$ cat config.mk
export PLATFORM = sky130hd
export DESIGN_NAME = uu_acmac_tx_ba_sb_engine
export DESIGN_NICKNAME = d
export VERILOG_FILES = /design/src/rtl/uu_acmac_tx_ba_sb_engine.sv
export SDC_FILE = /design/constraint.sdc
export NUM_CORES = 1
export LEC_CHECK = 0
export CELL_PAD_IN_SITES_DETAIL_PLACEMENT = 0
export CELL_PAD_IN_SITES_GLOBAL_PLACEMENT = 2
export CORE_ASPECT_RATIO = 1.1
export CORE_UTILIZATION = 34
export CTS_CLUSTER_SIZE = 10
export DETAILED_ROUTE_END_ITERATION = 8
export GPL_ROUTABILITY_DRIVEN = 0
export HOLD_SLACK_MARGIN = 0.08
export PLACE_DENSITY = 0.9
export SETUP_SLACK_MARGIN = 0.02
export SYNTH_ARGS = -nofsm -noshare
export SYNTH_HDL_FRONTEND = slang
export SYNTH_SLANG_ARGS = --single-unit
$ cat constraint.sdc
create_clock -name clk -period 11.35 [get_ports clk]
set_input_delay 1.7025 -clock clk [delete_from_list [all_inputs] [get_ports clk]]
set_output_delay 1.7025 -clock clk [all_outputs]
set_load 0.005 [all_outputs]
$ cat src/rtl/uu_acmac_tx_ba_sb_engine.sv
// uu_acmac_tx_ba_sb_engine: TX block-ack scoreboard update engine.
// Classifies an MPDU SN against its session window and updates the bitmap.
`ifndef UU_SUCCESS
`define UU_SUCCESS 32'h0000_0000
`endif
`ifndef UU_FAILURE
`define UU_FAILURE 32'h0000_0001
`endif
`ifndef UU_BA_SESSION_INVALID
`define UU_BA_SESSION_INVALID 32'h0000_0002
`endif

module uu_acmac_tx_ba_sb_engine #(
  parameter int BUF_DEPTH = 64,
  parameter int SEQ_W     = 12,
  parameter int ADDR_W    = 15,
  parameter int NUM_TID   = 8
) (
  input  logic                       clk,
  input  logic                       rst_n,
  input  logic                       en,
  input  logic                       req_val,
  output logic                       req_rdy,
  input  logic [ADDR_W-1:0]          req_sta_offset,
  input  logic [$clog2(NUM_TID)-1:0] req_tid,
  input  logic [15:0]                req_scf,
  output logic                       mem_en,
  output logic [3:0]                 mem_wen,
  output logic [ADDR_W-1:0]          mem_addr,
  output logic [31:0]                mem_wdata,
  input  logic [31:0]                mem_rdata,
  output logic                       res_en,
  output logic [31:0]                res_code
);
  localparam int AW    = $clog2(BUF_DEPTH);
  localparam int CW    = AW + 1;
  localparam int REC_W = 2 + BUF_DEPTH / 2;

  typedef enum logic [3:0] {
    S_IDLE, S_RD_H0, S_RD_H1, S_EVAL, S_CLEAR,
    S_RD_BMP, S_SET_BMP, S_WR_H0, S_WR_H1, S_RESP
  } state_t;

  state_t            state_q, state_d;
  logic [ADDR_W-1:0] base_q, base_d;
  logic [SEQ_W-1:0]  sn_q, sn_d, ws_q, ws_d;
  logic [SEQ_W-1:0]  we_q, we_d, nws_q, nws_d;
  logic [3:0]        fn_q, fn_d;
  logic [AW-1:0]     bws_q, bws_d, idx_q, idx_d;
  logic [AW-1:0]     clr_q, clr_d;
  logic [CW-1:0]     cnt_q, cnt_d;
  logic              hit_q, hit_d, adv_q, adv_d;
  logic [31:0]       code_q, code_d;

  logic              act;
  logic [14:0]       wsz;
  logic [SEQ_W-1:0]  d_sn, span, shift;
  logic [AW-1:0]     bws_r, nbws, idx_in, idx_adv;
  logic [AW-1:0]     clr_st, hoff, ent;
  logic [CW-1:0]     nclr;
  logic              sess_ok, in_win, adv;
  logic [ADDR_W-1:0] ent_addr;
  logic [15:0]       half, nhalf;

  assign act     = rst_n & en;
  // HDR1 is on mem_rdata while in EVAL
  assign wsz     = mem_rdata[30:16];
  assign bws_r   = mem_rdata[AW-1:0];
  assign d_sn    = sn_q - ws_q;
  assign span    = we_q - ws_q;
  assign shift   = sn_q - we_q;
  assign sess_ok = mem_rdata[31] && (wsz != 15'd0)
                && (wsz <= 15'(BUF_DEPTH));
  assign in_win  = (d_sn <= span);
  assign adv     = !in_win && !d_sn[SEQ_W-1];
  assign nclr    = (32'(shift) >= 32'(BUF_DEPTH))
                 ? CW'(BUF_DEPTH) : CW'(shift);
  assign nbws    = bws_r + AW'(shift);
  assign idx_in  = bws_r + AW'(d_sn);
  assign idx_adv = nbws + AW'(wsz - 15'd1);
  assign clr_st  = bws_r + AW'(span) + AW'(1);
  assign hoff    = idx_adv - clr_st;

  assign ent      = (state_q == S_CLEAR) ? clr_q : idx_q;
  assign ent_addr = base_q + ADDR_W'(2) + ADDR_W'(ent >> 1);
  // a slot cleared by this request reads as empty
  assign half     = idx_q[0] ? mem_rdata[15:0] : mem_rdata[31:16];
  assign nhalf    = (hit_q ? 16'h0 : half) | (16'h1 << fn_q);

  always_comb begin
    state_d = state_q;
    base_d  = base_q;
    sn_d    = sn_q;
    fn_d    = fn_q;
    ws_d    = ws_q;
    we_d    = we_q;
    nws_d   = nws_q;
    bws_d   = bws_q;
    idx_d   = idx_q;
    clr_d   = clr_q;
    cnt_d   = cnt_q;
    hit_d   = hit_q;
    adv_d   = adv_q;
    code_d  = code_q;
    req_rdy   = 1'b0;
    mem_en    = 1'b0;
    mem_wen   = 4'h0;
    mem_addr  = '0;
    mem_wdata = 32'h0;
    res_en    = 1'b0;
    unique case (state_q)
      S_IDLE: begin
        req_rdy = 1'b1;
        if (req_val) begin
          state_d = S_RD_H0;
          base_d  = req_sta_offset
                  + ADDR_W'(req_tid) * ADDR_W'(REC_W);
          sn_d    = SEQ_W'(req_scf[15:4]);
          fn_d    = req_scf[3:0];
        end
      end
      S_RD_H0: begin
        mem_en   = 1'b1;
        mem_addr = base_q;
        state_d  = S_RD_H1;
      end
      S_RD_H1: begin
        mem_en   = 1'b1;
        mem_addr = base_q + ADDR_W'(1);
        ws_d     = SEQ_W'(mem_rdata[31:16]);
        we_d     = SEQ_W'(mem_rdata[15:0]);
        state_d  = S_EVAL;
      end
      S_EVAL: begin
        state_d = S_RESP;
        adv_d   = 1'b0;
        hit_d   = 1'b0;
        if (!sess_ok) begin
          code_d = `UU_BA_SESSION_INVALID;
        end else if (in_win) begin
          code_d  = `UU_SUCCESS;
          idx_d   = idx_in;
          state_d = S_RD_BMP;
        end else if (adv) begin
          code_d  = `UU_SUCCESS;
          adv_d   = 1'b1;
          idx_d   = idx_adv;
          bws_d   = nbws;
          nws_d   = sn_q - SEQ_W'(wsz) + SEQ_W'(1);
          clr_d   = clr_st;
          cnt_d   = nclr;
          hit_d   = ({1'b0, hoff} < nclr);
          state_d = (nclr != '0) ? S_CLEAR : S_RD_BMP;
        end else begin
          code_d = `UU_FAILURE;
        end
      end
      S_CLEAR: begin
        mem_en   = 1'b1;
        mem_wen  = clr_q[0] ? 4'h3 : 4'hC;
        mem_addr = ent_addr;
        clr_d    = clr_q + AW'(1);
        cnt_d    = cnt_q - CW'(1);
        if (cnt_q == CW'(1)) state_d = S_RD_BMP;
      end
      S_RD_BMP: begin
        mem_en   = 1'b1;
        mem_addr = ent_addr;
        state_d  = S_SET_BMP;
      end
      S_SET_BMP: begin
        mem_en    = 1'b1;
        mem_wen   = idx_q[0] ? 4'h3 : 4'hC;
        mem_addr  = ent_addr;
        mem_wdata = {nhalf, nhalf};
        state_d   = adv_q ? S_WR_H0 : S_RESP;
      end
      S_WR_H0: begin
        mem_en    = 1'b1;
        mem_wen   = 4'hF;
        mem_addr  = base_q;
        mem_wdata = {16'(nws_q), 16'(sn_q)};
        state_d   = S_WR_H1;
      end
      S_WR_H1: begin
        mem_en    = 1'b1;
        mem_wen   = 4'h3;
        mem_addr  = base_q + ADDR_W'(1);
        mem_wdata = 32'(bws_q);
        state_d   = S_RESP;
      end
      S_RESP: begin
        res_en  = 1'b1;
        state_d = S_IDLE;
      end
      default: state_d = S_IDLE;
    endcase
    if (!act) begin
      req_rdy   = 1'b0;
      mem_en    = 1'b0;
      mem_wen   = 4'h0;
      mem_addr  = '0;
      mem_wdata = 32'h0;
      res_en    = 1'b0;
    end
  end

  assign res_code = act ? code_q : `UU_FAILURE;

  always_ff @(posedge clk) begin
    if (!act) begin
      state_q <= S_IDLE;
      base_q  <= '0;
      sn_q    <= '0;
      fn_q    <= '0;
      ws_q    <= '0;
      we_q    <= '0;
      nws_q   <= '0;
      bws_q   <= '0;
      idx_q   <= '0;
      clr_q   <= '0;
      cnt_q   <= '0;
      hit_q   <= 1'b0;
      adv_q   <= 1'b0;
      code_q  <= `UU_FAILURE;
    end else begin
      state_q <= state_d;
      base_q  <= base_d;
      sn_q    <= sn_d;
      fn_q    <= fn_d;
      ws_q    <= ws_d;
      we_q    <= we_d;
      nws_q   <= nws_d;
      bws_q   <= bws_d;
      idx_q   <= idx_d;
      clr_q   <= clr_d;
      cnt_q   <= cnt_d;
      hit_q   <= hit_d;
      adv_q   <= adv_d;
      code_q  <= code_d;
    end
  end
endmodule

# [Word level (Yosys, flattened, before mapping)]
# Index checks and enable logic that the tools add are counted.
[word_totals] ff_bits=130 in_bits=70 out_inout_bits=86 elab_cells=121
[op_classes] n_addsub=18 multipliers=1 order_cmp=4 eq_ne=15 shift=1 mux=46 bitwise_logic=3 reduce_logical=19
[op_table] operator="$pmux W32 S3" n=1
[op_table] operator="$mux W32" n=2
[op_table] operator="$sub A12 B12 Y12" n=4
[op_table] operator="$pmux W15 S3" n=1
[op_table] operator="$mux W4" n=9
[op_table] operator="$mux W6" n=6
[op_table] operator="$pmux W4 S9" n=1
[op_table] operator="$mux W16" n=2
[op_table] operator="$mux W7" n=4
[op_table] operator="$add A6 B6 Y6" n=4
[op_table] operator="$eq A4 B3 Y1 const B" n=4
[op_table] operator="$or A16 B16 Y16" n=1
[op_table] operator="$pmux W4 S4" n=1
[op_table] operator="$shl A1 B4 Y16 const A" n=1
[op_table] operator="$add A15 B1 Y15 const B" n=1
[op_table] operator="$add A15 B2 Y15 const B" n=1
[op_table] operator="$add A15 B5 Y15" n=1
[op_table] operator="$add A15 B9 Y15" n=1
[op_table] operator="$le A15 B7 Y1 const B" n=1
[op_table] operator="$mux W1" n=15
[op_table] operator="$mux W15" n=1
[op_table] operator="$reduce_bool A15 Y1" n=1
[op_table] operator="$pmux W7 S2" n=1
[op_table] operator="$add A12 B1 Y12 const B" n=1
[op_table] operator="29 further kinds" n=42

# [Logic depth before layout (Yosys ltp)]
# Gate-level depths: netlist of the first run.
[depth] ltp_word=9 ltp_mapped=23 mapped_depth_nobuf=23

# [Worst setup path after synthesis of the first run]
# OpenSTA, ideal clock, no wires.
[synth_path] path_kind="flip-flop to output port" from="register state_q[2]" to="output port mem_addr[13]" arrival_ns=3.464 required_ns=9.648 setup_slack_ns=6.183 path_stages_with_launch=17 path_buffers=2 cell_sequence="dfxtp_1 -> buf_2 -> nand2_1 -> nor3_1 -> clkbuf_1 -> nand2_1 -> nand2_1 -> ha_1 -> fa_1 -> a21o_1 -> a21oi_1 -> nor2b_1 -> o211ai_1 -> nor2_1 -> xor2_1 -> a221oi_1 -> nor2_1"
[synth_via] elab_chain_cells=5 word_cells_on_any_way=14 classes_between="add/sub: 1; eq/ne: 7; mux: 3; reduce/logical: 3"
[synth_rtl] element="start: declaration" line="44" source="state_t state_q, state_d;"
[synth_rtl] element="start signal: assignment" line="227" source="state_q <= state_d;"
[synth_rtl] element="$eq A4 B3 Y1" line="84, 111"
[synth_rtl] element="$mux W6" line="84" source="assign ent = (state_q == S_CLEAR) ? clr_q : idx_q;"
[synth_rtl] element="$add A15 B5 Y15" line="85" source="assign ent_addr = base_q + ADDR_W'(2) + ADDR_W'(ent >> 1);"
[synth_rtl] element="$pmux W15 S3 *" line="111" source="unique case (state_q)"
[synth_rtl] element="$mux W15 *" line="198" source="if (!act) begin"
[synth_rtl] element="end: declaration" line="29" source="output logic [ADDR_W-1:0] mem_addr,"
# Every way passes the cells marked *; elsewhere a longest branch is shown, timed or not.

# [Final worst setup path of the first run]
[layout_path] from="register state_q[2]" to="output port mem_addr[11]"
# Same word-level chain as after synthesis.

==> results of run 1 <==
[cell families (layout without fill, tap and decap cells)]
kind of cell,after synthesis,count (layout)
simple gates,462,462
compound gates,350,350
buf+inv,183,240
fa+ha+maj,131,131
flops,100,100
xor+xnor,78,78
mux,30,30
other cells,1,30
[cell type report]
class | instances | share of cell area
clock buffer | 11 | 0.0209
clock inverter | 5 | 0.00302
inverter | 91 | 0.0295
multi-input combinational | 1081 | 0.621
sequential | 100 | 0.173
tap | 368 | 0.0397
timing repair buffer | 133 | 0.113
[routing by layer]
metal,GRT usage,part of all wire
met1,0.279,0.45
met2,0.363,0.48
met3,0.0295,0.047
met4,0.0569,0.021
met5,0,0
[registers in the layout, indices dropped and copies added (netlist names)]
signal	cells
base_q	15
nws_q	12
sn_q	12
we_q	12
ws_q	12
cnt_q	7
bws_q	6
clr_q	6
idx_q	6
fn_q	4
state_q	4
code_q	2
adv_q	1
hit_q	1
[worst max-delay path, delay by kind of cell, from the launching register on]
kind,cells,cell delay (ns)
multiplexers,1,0.23
AO/OA/AOI/OAI,4,1.03
AND/OR/NAND/NOR,5,1.12
adder cells (fa/ha/maj),3,0.92
buffers and inverters,2,0.50
XOR/XNOR,1,0.15
flip-flops,1,0.50
[synth_stat cells (all sizes together) (3+ instances only)]
cell type	n	area, um2
or2	3	18.8
or4	3	26.3
a31oi	11	68.8
and2	10	62.6
o21ai	45	229
a21o	24	180
ha	120	1500
nand4	3	18.8
nor4	9	62.6
o32ai	7	61.3
a211oi	15	113
clkbuf	41	154
nor2	79	315
fa	11	220
nand2	214	803
dfxtp	100	2000
mux2	5	56.3
a221oi	9	78.8
inv	91	342
a21oi	157	797
nand3b	9	71.3
o22ai	14	87.6
a22oi	7	52.6
nor3b	6	45.0
xor2	23	209
nor3	29	145
and3	15	93.8
buf	49	368
or3	4	25.0
mux2i	25	250
o31ai	3	27.5
o21a	12	90.1
xnor2	54	473
nand3	39	205
a211o	4	35.0
nand2b	18	113
nor2b	17	106
a21boi	6	45.0
a311oi	3	26.3
o21bai	7	52.6
o211ai	4	30.0
[power by group through the flow]
| stage | Clock, W | Sequential (W) | Combinational (W) |
|---|---|---|---|
| floorplan | 0 | 0.000369 | 0.000313 |
| global placement | 0 | 0.000375 | 0.000417 |
| detailed placement | 0 | 0.000375 | 0.000421 |
| CTS | 0.000310 | 0.000367 | 0.000423 |
| global route | 0.000322 | 0.000368 | 0.000472 |
| finish | 0.000303 | 0.000367 | 0.000423 |
[final timing paths]
kind         depth (start not counted)        from      endpoint  slack (ns)
max reg2reg                         19     sn_q[1]      bws_q[2]        6.08
max                                 16  state_q[2]  mem_addr[11]        4.84
min                                  2     ws_q[8]       ws_q[8]        0.45
min reg2reg                          2     ws_q[8]       ws_q[8]        0.45
[per-stage QoR]
step | worst slack, ns | utilization | total power [W] | std cells
5_1_grt | 4.54 | 0.404 | 0.00116 | 1789
2_1_floorplan | 6.18 | - | 0.000682 | 1364
6_report | 4.84 | 0.404 | 0.00109 | 1789
3_5_place_dp | 5.22 | 0.394 | 0.000795 | 1773
3_3_place_gp | 5.24 | 0.394 | 0.000791 | 1773
4_1_cts | 4.85 | 0.404 | 0.00110 | 1789
==> results.yml, run 1 <==
clock_tree:
  path_clk_slew_ns: 0.07
  cts_max_level: 3
  cts-resized-gates: 0
  clock_latency_ns: 0.36
  numCtsBuffers: 9
  cts_tree: "done"
  cts_setup_buffers: 0
  cts-root-buf: "clkbuf_16"
  tritoncts_num_sinks: 100
  clk_path_buf_depth: 2
  cts_hold_buf: 0
floorplan:
  die_h_um: 182
  dieArea_um2: 30000
  coreArea_um2: 28700
  rows: 65
  io_pins: 156
  start_util: 0.347
  die_x_um: 165
pwr:
  swShare: 0.360
  power.density_nw_per_um2: 94.3
  combPwrFrac: 0.387
  p_leak_nw: 4.50
  switchingPower_w: 0.000394
  seqPwrFrac: 0.335
  worst_ir_drop_vdd_v: 0.0000781
  clkPwrFrac: 0.277
  internal_power_w: 0.000700
grt:
  overflow: 0
  track_usage: 0.213
  grt_pass1_vias: 9057
  grt_max_degree: 58
  grt_pass1_wl_mm: 49.5
  antenna_found_initial: 0
synth:
  synth_area_um2: 9960
  synthXorXnorAreaFrac: 0.0707
  syn_avg_cell_area_um2: 7.46
  synth-simple-area-share: 0.216
  postSynthCellCount: 1335
  synth_top_family_by_area: "compound AO/OA/AOI/OAI gates"
  synth.distinct_cells: 82
  yosysWarnings: 0
  synthArstFlopShare: 0
  synth_edf_count: 0
  synth_adder_area_share: 0.173
  synthMuxAreaShare: 0.0308
  ys_seq_area_frac: 0.201
  ys_ff_latch: 100
  synth_compound_area_frac: 0.220
  ys.flop_type: "dfxtp_1"
worst_setup_path:
  slowest_delay_ns: 0.50
  crit_type: "reg -> out"
  cp_cell_sequence: "nor2b_1 > nand2_1 > mux2i_1 > ha_1 > inv_1 > ha_1 > fa_1 > a21o_1 > a21oi_1 > nor2b_1 > o211ai_1 > nor2_1 > xor2_1 > a221oi_1 > nor2_1 > clkdlybuf4s50_1"
  crit_fanout: 16
  cp-start-kind: "flop"
  crit_arrival_ns: 4.80
  cp-end-kind: "output port"
  crit_slowest_cell: "dfxtp_1"
  cp.required_ns: 9.65
hold_path:
  hp-class: "reg -> reg"
routing:
  first_iter_violations: 522
  drc_errors: 0
  via_count: 9470
  via_per_inst: 5.29
  wirelength_mm: 31.5
  routedWlPerCell_um: 17.6
  final_antenna_net_count: 0
  detail_route.first_pass.iterations: 5
timing:
  fin_crit_ns: 6.51
  fin_tns_setup_ns: 0
  worst_pin_slew_ns: 1.06
  max-slew-margin-rel: 0.293
  maxSlewViolCount: 0
  rsz0062_at_grt: "no"
  period_share: 0.573
  finClkSkew_ns: 0.0105
  timing.hold.ws_ns: 0.455
  fmax_ghz: 0.154
  setup_viol: 0
  final-hold-violation-count: 0
finish:
  final_common_cell: "nand2_1"
  multi_input_area_um2: 7200
  seqCellArea_um2: 2000
  fin_nets: 1617
  antennaDiodeCount: 0
  area_delta_synth_final_pct: 16.4
  layout_common_cells: "nand2_1, a21oi_1, clkdlybuf4s50_1, ha_1, dfxtp_1"
  n_fill_cell: 2983
  drive_above_1_share: 0.0359
  final_cell_area_um2: 11600
run_status:
  status: "finished, final reports clean"
placement:
  port_buffers: 125
  placed_area_um2: 11300
  hpwlAfterDp_mm: 24.8
flow_run:
  maxCapViolCount: 0
Power figures use the tool's default switching activity.
==> run 2, diff against run 1 <==
CORE_UTILIZATION = 32   (was 34)
PLACE_DENSITY = 0.86   (was 0.9)
clock period = 6.6 ns   (was 11.35 ns; I/O delays follow)
==> results.yml, run 2 (synthesis results as in run 1) <==
run_status:
  status: "finished, final reports clean"
grt:
  antenna_found_initial: 0
  grt_util_met2: 0.360
  grt_pass1_vias: 9076
  use_met3: 0.0296
  grt_max_degree: 51
  grt_pass1_wl_mm: 50.7
  track_usage: 0.207
  overflow: 0
  use_met1: 0.263
  busiest_layer: "met2"
timing:
  worst_pin_slew_ns: 1.22
  fin_tns_setup_ns: 0
  period_share: 0.873
  fmax_ghz: 0.174
  finClkSkew_ns: 0.0111
  rsz0062_at_grt: "no"
  max-slew-margin-rel: 0.181
  maxSlewViolCount: 0
  fin_crit_ns: 5.76
  setup_viol: 0
  final-hold-violation-count: 0
worst_setup_path:
  cp_cell_sequence: "nor2b_1 > nand2_1 > mux2i_1 > ha_1 > inv_1 > ha_1 > fa_1 > a21o_1 > a21oi_1 > nor2b_1 > o211ai_1 > nor2_1 > xor2_1 > a221oi_1 > nor2_1 > clkdlybuf4s50_1"
  critical-path-top-delay-family: "simple AND/OR/NAND/NOR gates"
  slowest_delay_ns: 0.50
  cp.required_ns: 5.61
  cp_num_buf_inv: 2
  cp-start-kind: "flop"
  crit_type: "reg -> out"
  cp-end-kind: "output port"
  crit_slowest_cell: "dfxtp_1"
  crit_fanout: 16
  crit_arrival_ns: 4.77
routing:
  routedWlPerCell_um: 17.8
  drc_errors: 0
  detail_route.first_pass.iterations: 5
  wirelength_mm: 32.6
  first_iter_violations: 568
  final_antenna_net_count: 0
  via_per_inst: 5.19
  via_count: 9518
clock_tree:
  numCtsBuffers: 9
  tritoncts_num_sinks: 100
  path_clk_slew_ns: 0.07
  cts_setup_buffers: 0
  cts-root-buf: "clkbuf_16"
  cts-resized-gates: 0
  cts_hold_buf: 0
  cts_tree: "done"
  clock_latency_ns: 0.36
  cts_max_level: 3
  clk_path_buf_depth: 2
placement:
  port_buffers: 125
  hpwlAfterDp_mm: 25.8
  place_inst: 1819
floorplan:
  die_x_um: 170
  die_h_um: 187
  start_util: 0.326
  io_pins: 156
  rows: 67
  dieArea_um2: 31800
  coreArea_um2: 30500
finish:
  antennaDiodeCount: 0
  regMostFlops: "base_q"
  final_cells: 1835
  final_common_cell: "nand2_1"
  area_delta_synth_final_pct: 17.2
  drive_above_1_share: 0.0359
  fin_nets: 1617
  seqCellArea_um2: 2000
  largest_reg_flops: 15
  layout_common_cells: "nand2_1, a21oi_1, clkdlybuf4s50_1, ha_1, dfxtp_1"
  multi_input_area_um2: 7200
  n_fill_cell: 3331
hold_path:
  hp-class: "reg -> reg"
flow_run:
  maxCapViolCount: 0
pwr:
  power.density_nw_per_um2: 165
  worst_ir_drop_vdd_v: 0.000124
  p_leak_nw: 4.51
## run 2: cell types whose count changed in the layout (fill, tap and decap cells not counted), sizes merged
cell / previous run / this run
clkinvlp: 1 / 2
inv: 93 / 92
clkinv: 2 / 1
bufinv: 0 / 1
## run 2: path summary, 6_finish.rpt
kind / end / start / slack (ns) / cells after the start
max reg2reg: clr_q[0] / we_q[0] / 1.60 / 19
min: ws_q[9] / ws_q[9] / 0.46 / 2
max: mem_addr[11] / state_q[2] / 0.84 / 16
min reg2reg: ws_q[9] / ws_q[9] / 0.46 / 2
## run 2: report_power, final
| part | internal [W] | switching (W) |
|---|---|---|
| combinational | 0.000323 | 0.000406 |
| sequential | 0.000612 | 0.0000176 |
| clock | 0.000306 | 0.000258 |
| total | 0.00124 | 0.000682 |
## run 2: routing by layer
layer | share of wire | vias to the layer above
met3 | 0.048 | 45
met4 | 0.024 | 0
li1 | - | 4782
met1 | 0.44 | 4444
met5 | 0 | -
met2 | 0.48 | 247
## run 2: worst register-to-register path, delay by kind of cell, from the launching register on
kind / cells / cell delay (ns)
AO/OA/AOI/OAI: 8 / 1.43
adder cells (fa/ha/maj): 3 / 0.96
buffers and inverters: 1 / 0.06
flip-flops: 1 / 0.42
AND/OR/NAND/NOR: 7 / 2.02
## run 2: metrics by stage
stage | total power, W | area (um2) | util | hold slack (ns) | setup slack [ns]
after floorplan | 0.00117 | 10100 | - | 0.430 | 2.15
after global placement | 0.00136 | 11400 | 0.373 | 0.439 | 1.32
after detailed placement | 0.00137 | 11400 | 0.373 | 0.447 | 1.23
after CTS | 0.00194 | 11700 | 0.383 | 0.459 | 0.835
after global routing | 0.00204 | 11700 | 0.383 | 0.475 | 0.310
final | 0.00192 | 11700 | 0.383 | 0.456 | 0.839
## run 2: layout make-up
| class | count | share of cell area |
|---|---|---|
| Clock buffer | 11 | 0.0208 |
| Clock inverter | 5 | 0.00504 |
| Inverter | 91 | 0.0293 |
| Multi-Input combinational cell | 1081 | 0.617 |
| Sequential cell | 100 | 0.171 |
| Tap cell | 414 | 0.0444 |
| Timing Repair Buffer | 133 | 0.112 |
